--- src/rtl/seg_pkg.sv ---
// Shared constants and types for the two-digit multiplexed seven-segment display driver.
package seg_pkg;

  localparam int unsigned SEG_W    = 7;
  localparam int unsigned DIGITS   = 2;
  localparam int unsigned BCD_W    = 4;

  // Active-high patterns, bit order {g,f,e,d,c,b,a}
  localparam logic [SEG_W-1:0] SEG_0     = 7'h3F;
  localparam logic [SEG_W-1:0] SEG_1     = 7'h06;
  localparam logic [SEG_W-1:0] SEG_2     = 7'h5B;
  localparam logic [SEG_W-1:0] SEG_3     = 7'h4F;
  localparam logic [SEG_W-1:0] SEG_4     = 7'h66;
  localparam logic [SEG_W-1:0] SEG_5     = 7'h6D;
  localparam logic [SEG_W-1:0] SEG_6     = 7'h7D;
  localparam logic [SEG_W-1:0] SEG_7     = 7'h07;
  localparam logic [SEG_W-1:0] SEG_8     = 7'h7F;
  localparam logic [SEG_W-1:0] SEG_9     = 7'h6F;
  localparam logic [SEG_W-1:0] SEG_DASH  = 7'h40;
  localparam logic [SEG_W-1:0] SEG_BLANK = 7'h00;

  localparam logic DIG_LOW  = 1'b0;
  localparam logic DIG_HIGH = 1'b1;

  typedef enum logic [1:0] {
    IDLE      = 2'b00,
    BLINK_ON  = 2'b01,
    BLINK_OFF = 2'b10
  } blink_state_e;

  // Per-frame snapshot of the displayed value
  typedef struct packed {
    logic [BCD_W-1:0] digit_h;
    logic [BCD_W-1:0] digit_l;
    logic             blank_lz;
  } snap_t;

  // Active-high one-hot digit enable for the given digit index
  function automatic logic [DIGITS-1:0] dig_onehot(input logic idx);
    return (idx == DIG_HIGH) ? 2'b10 : 2'b01;
  endfunction

endpackage

--- src/rtl/seg_display_driver_bcd_to_seg7.sv ---
// Combinational BCD to seven-segment decode (active-high), dash for non-BCD codes.
module bcd_to_seg7
  import seg_pkg::*;
(
  input  logic [BCD_W-1:0] bcd,
  input  logic             blank,
  output logic [SEG_W-1:0] seg_c
);

  always_comb begin
    seg_c = SEG_DASH;
    if (blank) begin
      seg_c = SEG_BLANK;
    end else begin
      case (bcd)
        4'd0:    seg_c = SEG_0;
        4'd1:    seg_c = SEG_1;
        4'd2:    seg_c = SEG_2;
        4'd3:    seg_c = SEG_3;
        4'd4:    seg_c = SEG_4;
        4'd5:    seg_c = SEG_5;
        4'd6:    seg_c = SEG_6;
        4'd7:    seg_c = SEG_7;
        4'd8:    seg_c = SEG_8;
        4'd9:    seg_c = SEG_9;
        default: seg_c = SEG_DASH;
      endcase
    end
  end

endmodule

--- src/rtl/seg_display_driver.sv ---
// Two-digit multiplexed seven-segment driver: scan, per-frame snapshot, leading-zero
// blanking and alarm blink, with polarity applied at the output register.
module seg_display_driver
  import seg_pkg::*;
#(
  parameter int unsigned SCAN_DIV   = 50000,
  parameter int unsigned BLINK_DIV  = 25,
  parameter bit          ACTIVE_LOW = 1'b1
) (
  input  logic              clock_1,
  input  logic              reset,
  input  logic [BCD_W-1:0]  time_h,
  input  logic [BCD_W-1:0]  time_l,
  input  logic              alarm,
  input  logic              blank_lz,
  output logic [SEG_W-1:0]  seg,
  output logic [DIGITS-1:0] dig_sel,
  output logic              frame_tick
);

  localparam int unsigned SW = $clog2(SCAN_DIV);
  localparam int unsigned BW = (BLINK_DIV > 1) ? $clog2(BLINK_DIV) : 1;
  localparam logic [SW-1:0] SCAN_LAST = SW'(SCAN_DIV - 1);
  localparam logic [BW-1:0] FCNT_LAST = BW'(BLINK_DIV - 1);
  localparam logic [SEG_W-1:0]  SEG_INV = {SEG_W{ACTIVE_LOW}};
  localparam logic [DIGITS-1:0] DIG_INV = {DIGITS{ACTIVE_LOW}};

  logic [SW-1:0]    scan_cnt;
  logic             dig_idx;
  logic             scan_wrap_c;
  logic             frame_bnd_c;
  snap_t            snap;
  blink_state_e     state_q, state_d;
  logic [BW-1:0]    fcnt_q, fcnt_d;
  logic [BCD_W-1:0] cur_digit_c;
  logic             cur_blank_c;
  logic [SEG_W-1:0] seg_ah_c;

  assign scan_wrap_c = (scan_cnt == SCAN_LAST);
  assign frame_bnd_c = scan_wrap_c && (dig_idx == DIG_HIGH);

  // Slot timer and digit index
  always_ff @(posedge clock_1 or negedge reset) begin
    if (!reset) begin
      scan_cnt <= '0;
      dig_idx  <= DIG_LOW;
    end else begin
      scan_cnt <= scan_wrap_c ? '0 : scan_cnt + SW'(1);
      if (scan_wrap_c) begin
        dig_idx <= ~dig_idx;
      end
    end
  end

  // Value snapshot, refreshed only at frame boundaries
  always_ff @(posedge clock_1 or negedge reset) begin
    if (!reset) begin
      snap <= '0;
    end else if (frame_bnd_c) begin
      snap.digit_h  <= time_h;
      snap.digit_l  <= time_l;
      snap.blank_lz <= blank_lz;
    end
  end

  // Blink FSM state register
  always_ff @(posedge clock_1 or negedge reset) begin
    if (!reset) begin
      state_q <= IDLE;
      fcnt_q  <= '0;
    end else begin
      state_q <= state_d;
      fcnt_q  <= fcnt_d;
    end
  end

  // Blink FSM next state; alarm is taken at the boundary, dropping it wins over the toggle
  always_comb begin
    state_d = state_q;
    fcnt_d  = fcnt_q;
    if (frame_bnd_c) begin
      case (state_q)
        IDLE: begin
          if (alarm) begin
            state_d = BLINK_ON;
            fcnt_d  = '0;
          end
        end
        BLINK_ON, BLINK_OFF: begin
          if (!alarm) begin
            state_d = IDLE;
            fcnt_d  = '0;
          end else if (fcnt_q == FCNT_LAST) begin
            fcnt_d  = '0;
            state_d = (state_q == BLINK_ON) ? BLINK_OFF : BLINK_ON;
          end else begin
            fcnt_d  = fcnt_q + BW'(1);
          end
        end
        default: begin
          state_d = IDLE;
          fcnt_d  = '0;
        end
      endcase
    end
  end

  assign cur_digit_c = (dig_idx == DIG_HIGH) ? snap.digit_h : snap.digit_l;
  assign cur_blank_c = (state_q == BLINK_OFF) ||
                       ((dig_idx == DIG_HIGH) && snap.blank_lz && (snap.digit_h == 4'd0));

  bcd_to_seg7 u_dec (
    .bcd   (cur_digit_c),
    .blank (cur_blank_c),
    .seg_c (seg_ah_c)
  );

  // Output register with polarity applied
  always_ff @(posedge clock_1 or negedge reset) begin
    if (!reset) begin
      seg        <= SEG_INV;
      dig_sel    <= DIG_INV;
      frame_tick <= 1'b0;
    end else begin
      seg        <= seg_ah_c ^ SEG_INV;
      dig_sel    <= dig_onehot(dig_idx) ^ DIG_INV;
      frame_tick <= frame_bnd_c;
    end
  end

endmodule

--- config.mk ---
export PLATFORM = sky130hd
export DESIGN_NAME = seg_display_driver
export DESIGN_NICKNAME = d
export VERILOG_FILES = /design/src/rtl/seg_pkg.sv /design/src/rtl/seg_display_driver_bcd_to_seg7.sv /design/src/rtl/seg_display_driver.sv
export SDC_FILE = /design/constraint.sdc
export NUM_CORES = 1
export LEC_CHECK = 0
export BUFFER_PORTS_ARGS = -buffer_cell sky130_fd_sc_hd__buf_2
export CAP_MARGIN = 20
export CELL_PAD_IN_SITES_DETAIL_PLACEMENT = 0
export CELL_PAD_IN_SITES_GLOBAL_PLACEMENT = 2
export CORE_UTILIZATION = 34
export DETAILED_ROUTE_END_ITERATION = 10
export PLACE_DENSITY = 0.84
export SYNTH_ARGS = -nofsm -noshare
export SYNTH_HDL_FRONTEND = slang
export SYNTH_SLANG_ARGS = --single-unit
export TNS_END_PERCENT = 1
--- constraint.sdc ---
create_clock -name clock_1 -period 2.2 [get_ports clock_1]
set_clock_uncertainty 0.05 [all_clocks]
set_input_delay 0.22 -clock clock_1 [delete_from_list [all_inputs] [get_ports clock_1]]
set_output_delay 0.22 -clock clock_1 [all_outputs]
set_load 0.02 [all_outputs]
== Word level (Yosys, flattened, before mapping) ==
Memories as Yosys holds them, arrays and structs flattened.
Index checks and enable logic that the tools add are counted.

* Bits in registers: 43
* Memory bits (read-only): 112
* Input bits: 12
* Output and inout port bits: 10
* Logic and storage cells: 44
* Memories: 1

* Add/sub/neg operators: 2
* Equality and inequality tests: 6
* Multiplexer cells: 13
* Bitwise operators: 3
* Reductions and logical operators: 9

{| class="wikitable"
|+ Memory list
! memory !! depth !! bits a word !! rd ports !! clocked after memory_dff !! write ports !! RTL line !! source
|-
| (no name shown) || 16 || 7 || 1 || 0 || 0 || seg_display_driver_bcd_to_seg7.sv:15 || <nowiki>case (bcd)</nowiki>
|}

{| class="wikitable"
|+ Operator list
! cell !! number
|-
| $add A16 B1 Y16 const B || 1
|-
| $eq A16 B16 Y1 const B || 1
|-
| $mux W16 || 1
|-
| $mux W5 || 3
|-
| $mux W2 || 5
|-
| $pmux W5 S2 || 1
|-
| $mux W7 || 1
|-
| $not A7 Y7 || 1
|-
| $add A5 B1 Y5 const B || 1
|-
| $eq A5 B5 Y1 const B || 1
|-
| $logic_not A4 Y1 || 1
|-
| $mux W4 || 1
|-
| $pmux W2 S2 || 1
|-
| $logic_and A1 B1 Y1 || 3
|-
| $ne A3 B3 Y1 const B || 1
|-
| $reduce_and A3 Y1 || 1
|-
| $eq A2 B1 Y1 const B || 1
|-
| $eq A2 B2 Y1 const B || 1
|-
| $logic_not A2 Y1 || 1
|-
| $ne A2 B2 Y1 const B || 1
|-
| $not A2 Y2 || 1
|-
| $reduce_and A2 Y1 || 1
|-
| $reduce_or A2 Y1 || 1
|-
| $logic_or A1 B1 Y1 || 1
|-
| $not A1 Y1 || 1
|}

== Logic depth before layout (Yosys ltp) ==
* Depth in word-level cells: 5
* Gate-level depth with buffers: 8
* Gate-level depth less buffers: 7

== By module ==
Synthesis repeated with hierarchy kept, for this count alone.

* Cell total of the unflattened synthesis: 197
* Area total of the unflattened synthesis: 2163.3 µm²

{| class="wikitable"
|+ Modules (own cells, without submodules)
! module !! times used !! cells an instance !! area an instance (µm²) !! seq. area each (µm²)
|-
| seg_display_driver || 1 || 163 || 1953.1 || 1087.3
|-
| bcd_to_seg7 || 1 || 34 || 210.2 || 0.0
|}

== Least setup slack after synthesis ==
OpenSTA, ideal clock, no wires.

* Path kind: flip-flop to flip-flop
* Start: reg scan_cnt[10]
* End: reg fcnt_q[0]
* Library setup time: 0.120 ns
* Data arrival time: 1.856 ns
* Required time: 2.030 ns
* Setup slack: 0.173 ns
* Stages on the path, launching flop included: 6
* Buffers on the path: 1
* Period minus slack after synthesis: 2.027 ns
* Cell sequence: dfrtp_1 > or4b_1 > or4_4 > buf_4 > o21ai_1 > nand2_1

* Longest elaborated chain between the ends: 3

{| class="wikitable"
|+ RTL lines
! element !! RTL line !! source
|-
| start: declaration || seg_display_driver.sv:28 || <nowiki>logic [SW-1:0] scan_cnt;</nowiki>
|-
| start signal: assignment || seg_display_driver.sv:48 || <nowiki>scan_cnt <= scan_wrap_c ? '0 : scan_cnt + SW'(1);</nowiki>
|-
| $eq A16 B16 Y1 || seg_display_driver.sv:39 || <nowiki>assign scan_wrap_c = (scan_cnt == SCAN_LAST);</nowiki>
|-
| $logic_and A1 B1 Y1 || seg_display_driver.sv:40 || <nowiki>assign frame_bnd_c = scan_wrap_c && (dig_idx == DIG_HIGH);</nowiki>
|-
| $reduce_and A2 Y1 (no line) || - ||
|-
| end signal: assignment || seg_display_driver.sv:73 || <nowiki>fcnt_q <= fcnt_d;</nowiki>
|-
| end: declaration || seg_display_driver.sv:34 || <nowiki>logic [BW-1:0] fcnt_q, fcnt_d;</nowiki>
|}

No other way between the ends.
A chain may end at the register's enable or synchronous reset.

== Final worst setup path ==
* Start: reg scan_cnt[5]
* End: reg state_q[0]

* Longest elaborated chain between the ends: 3

{| class="wikitable"
|+ RTL lines
! element !! RTL line !! source
|-
| $eq A16 B16 Y1 || seg_display_driver.sv:39 ||
|-
| $logic_and A1 B1 Y1 || seg_display_driver.sv:40 ||
|-
| $reduce_and A3 Y1 (no line) || - ||
|-
| end signal: assignment || seg_display_driver.sv:72 || <nowiki>state_q <= state_d;</nowiki>
|-
| end: declaration || seg_display_driver.sv:33 || <nowiki>blink_state_e state_q, state_d;</nowiki>
|}

No other way between the ends.

==> impl_results.md <==
- Die Height: 81.3 microns
- Dpl hpwl: 3080 microns
- Area delta synth->final: 17.4%
- Ant diodes: 0
- Multi-input logic area: 997 sq um
- Status: completed
- Yosys warns: 0
- CP Data Arrival Time: 2290 ps
- Row cnt: 28
- Most frequent cells in the layout: 34 x dfrtp_1, 33 x nand2_1, 21 x buf_2
- Worst rel slew slack: 64.5%
- Pre-Repair DR Iteration Count: 4
- Register area: around 0.0011 sq mm
- Synth Flop Type: dfrtp_1
- Max layer used: met4
- Post-synthesis cell area: 0.00214 sq mm
- # DRC: 0
- Worst slew pin tran: ~530 ps
- Fmax: between 400 and 500 MHz
- Via density: slightly below 5
- Mapped Avg Cell Area: 10.3 sq um
- Number of hold violations in the final report: 0
- Skew-Pair Late Insertion Delay: 290 ps
- Setup TNS: 0 ps
- Largest net degree at the start of global routing: 44
- TritonCTS clock tree: yes
- Vias in the first global route: 1474
- DR iter-0 viols: approximately 100
- Reg clk slew, reported paths: 80 ps
- Share of layout cells above drive strength 1: 23.7%
- Final core occ: 41.9%
- Max rail drop VDD: between 0.2 and 0.25 mV
- Overflow after GRT: 0
- Fraction of registers with async set or reset after synthesis: between 90% and 100%
- Pleak: 1.11 nW
- Die W: ~81 microns
- Avg WL per Cell: 13.0 microns
- Synth Instances: 207
- Clock root cell: clkbuf_8
- Core area: 0.00599 sq mm
- Routed length on met3: 142 microns
- Die area: 0.00661 sq mm
- Req. time, crit path: approximately 2400 ps
- Slew Viols, Final: 0
- Post-synth net total: 231
- Max clock buf depth: 2
- WL met2: roughly 1800 microns
- Max cap viols: 0
- Placer Congestion: 0.753
- Sequential share of the synthesized area: 50.9%
- # clock sinks: 43
- Via count: 1547
- Startpoint types: register
- Tot GR Track Use: 14.3%
- Worst hold path type: primary input to register
- Nets: 268
- Antenna violations before repair: 0
- Filler instances: 604
- ANT nets after route: 0
- PortBufs: 21
- Final wirelength: 4150 microns
- Starting Density: 35.7%
- Top-level port count: 22
- RSZ-0062 raised after global routing: false
- Power Density: about 520 mW/mm^2
- Distinct cells, synth: 40
- Final min period: 2120 ps
- Met1 wire length: 2080 microns
- #FFs+latches synth: 43
- Setup-failing EPs final: 0
- Commonest non-fill, non-tap cell in the layout: dfrtp_1
- Reg2reg setup slack: just over 80 ps
- First-pass GRT wire length: between 7000 and 8000 microns
- Crit share post-route: 96.3%
- Crit path max fanout: 4
- TritonCTS Buffers: 5
- Post-synth EDFFs: 0
- H-tree levels: 2
- Critical path type: register to register
- Critical Path Sink Type: register
## state kept, by name, indices dropped and copies added, names as in the netlist
register,flops
scan_cnt,16
snap,9
seg,7
fcnt_q,5
dig_sel,2
state_q,2
dig_idx,1
frame_tick,1
## final cells by class
type / count / area share [%]
flip-flops and latches: 43 / 43.3
multi-input cells: 148 / 39.7
repair buffers: 34 / 8.18
well taps: 75 / 3.74
clock buffers: 7 / 3.04
inverters: 12 / 1.79
clock inverters: 1 / 0.199
## critical path, cell delays in order (launching register included)
cell and delay (ps):
dfrtp_1 430, or4b_4 590, or4_4 570, nor3_4 220, mux2i_1 190
## layer usage
| metal | GRT usage [%] | vias up |
|---|---|---|
| li1 | - | 786 |
| met2 | 20.9 | 31 |
| met1 | 19.7 | 723 |
| met5 | 0 | - |
| met3 | 3.93 | 7 |
| met4 | 6.43 | 0 |
## kinds of logic after synthesis
| logic type | count (synthesis) | share of synthesized area (%) |
|---|---|---|
| flops | 43 | 50.9 |
| fa+ha+maj | 12 | 7.03 |
| compound gates | 27 | 7.85 |
| buf+inv | 16 | 3.04 |
| simple gates | 88 | 22.0 |
| xor+xnor | 13 | 5.33 |
| mux | 8 | 3.86 |
## power breakdown
part	internal, W	switching [W]	leakage, nW
Combinational	0.0000101	0.0000209	0.563
Clock	0.000223	0.000259	0.0422
Sequential	0.000791	0	0.508
## worst paths after layout
path                       cells after the start                   from                endpoint
setup reg to reg                               4  scan_cnt[5]$_DFF_PN0_  state_q[0]$_DFFE_PN0P_
min in group asynchronous                      3                  reset   scan_cnt[1]$_DFF_PN0_
hold reg to reg                                2    snap[1]$_DFFE_PN0P_     snap[1]$_DFFE_PN0P_
max in group asynchronous                      3                  reset        seg[2]$_DFF_PN1_
setup / recovery                               4  scan_cnt[5]$_DFF_PN0_  state_q[0]$_DFFE_PN0P_
hold / removal                                 3              time_l[1]     snap[2]$_DFFE_PN0P_
## synth_stat cells, types with 3 or more instances
cell type   n  share of area [%]
o21ai_0    12                2.8
nand2_1    33                5.8
nand2b_1    4                1.2
xnor2_1     9                3.7
mux2i_1     6                2.8
nand3_1     8                1.9
and3_1      3               0.88
dfstp_2     9                 11
nor2_1     13                2.3
nor4_1      4                1.2
dfrtp_1    34                 40
o2bb2ai_1   3                1.2
xor2_1      4                1.6
inv_1      12                2.1
ha_1       12                7.0
nand4_1     7                2.0
## per-stage QoR
step | setup WS [ps] | instances | hold WS, ps | cell area (sq um) | total power [W]
5_1_grt | 7.13 | 320 | 50.0 | 2510 | 0.00137
4_1_cts | 70.5 | 320 | 57.5 | 2500 | 0.00132
3_5_place_dp | 81.7 | 311 | 283 | 2410 | 0.000837
2_1_floorplan | 173 | 207 | -126 | 2140 | 0.000809
3_3_place_gp | 112 | 311 | 277 | 2410 | 0.000837
6_report | 80.7 | 320 | 63.2 | 2510 | 0.00130
## timing repair
action	in CTS	in global routing
setup endpoints to repair	0	5
buffers inserted	0	0
resized for setup	0	2
endpoints found under the hold margin	34	0
hold buffers	1	0
Note: power is estimated with default switching activity, not from simulation.
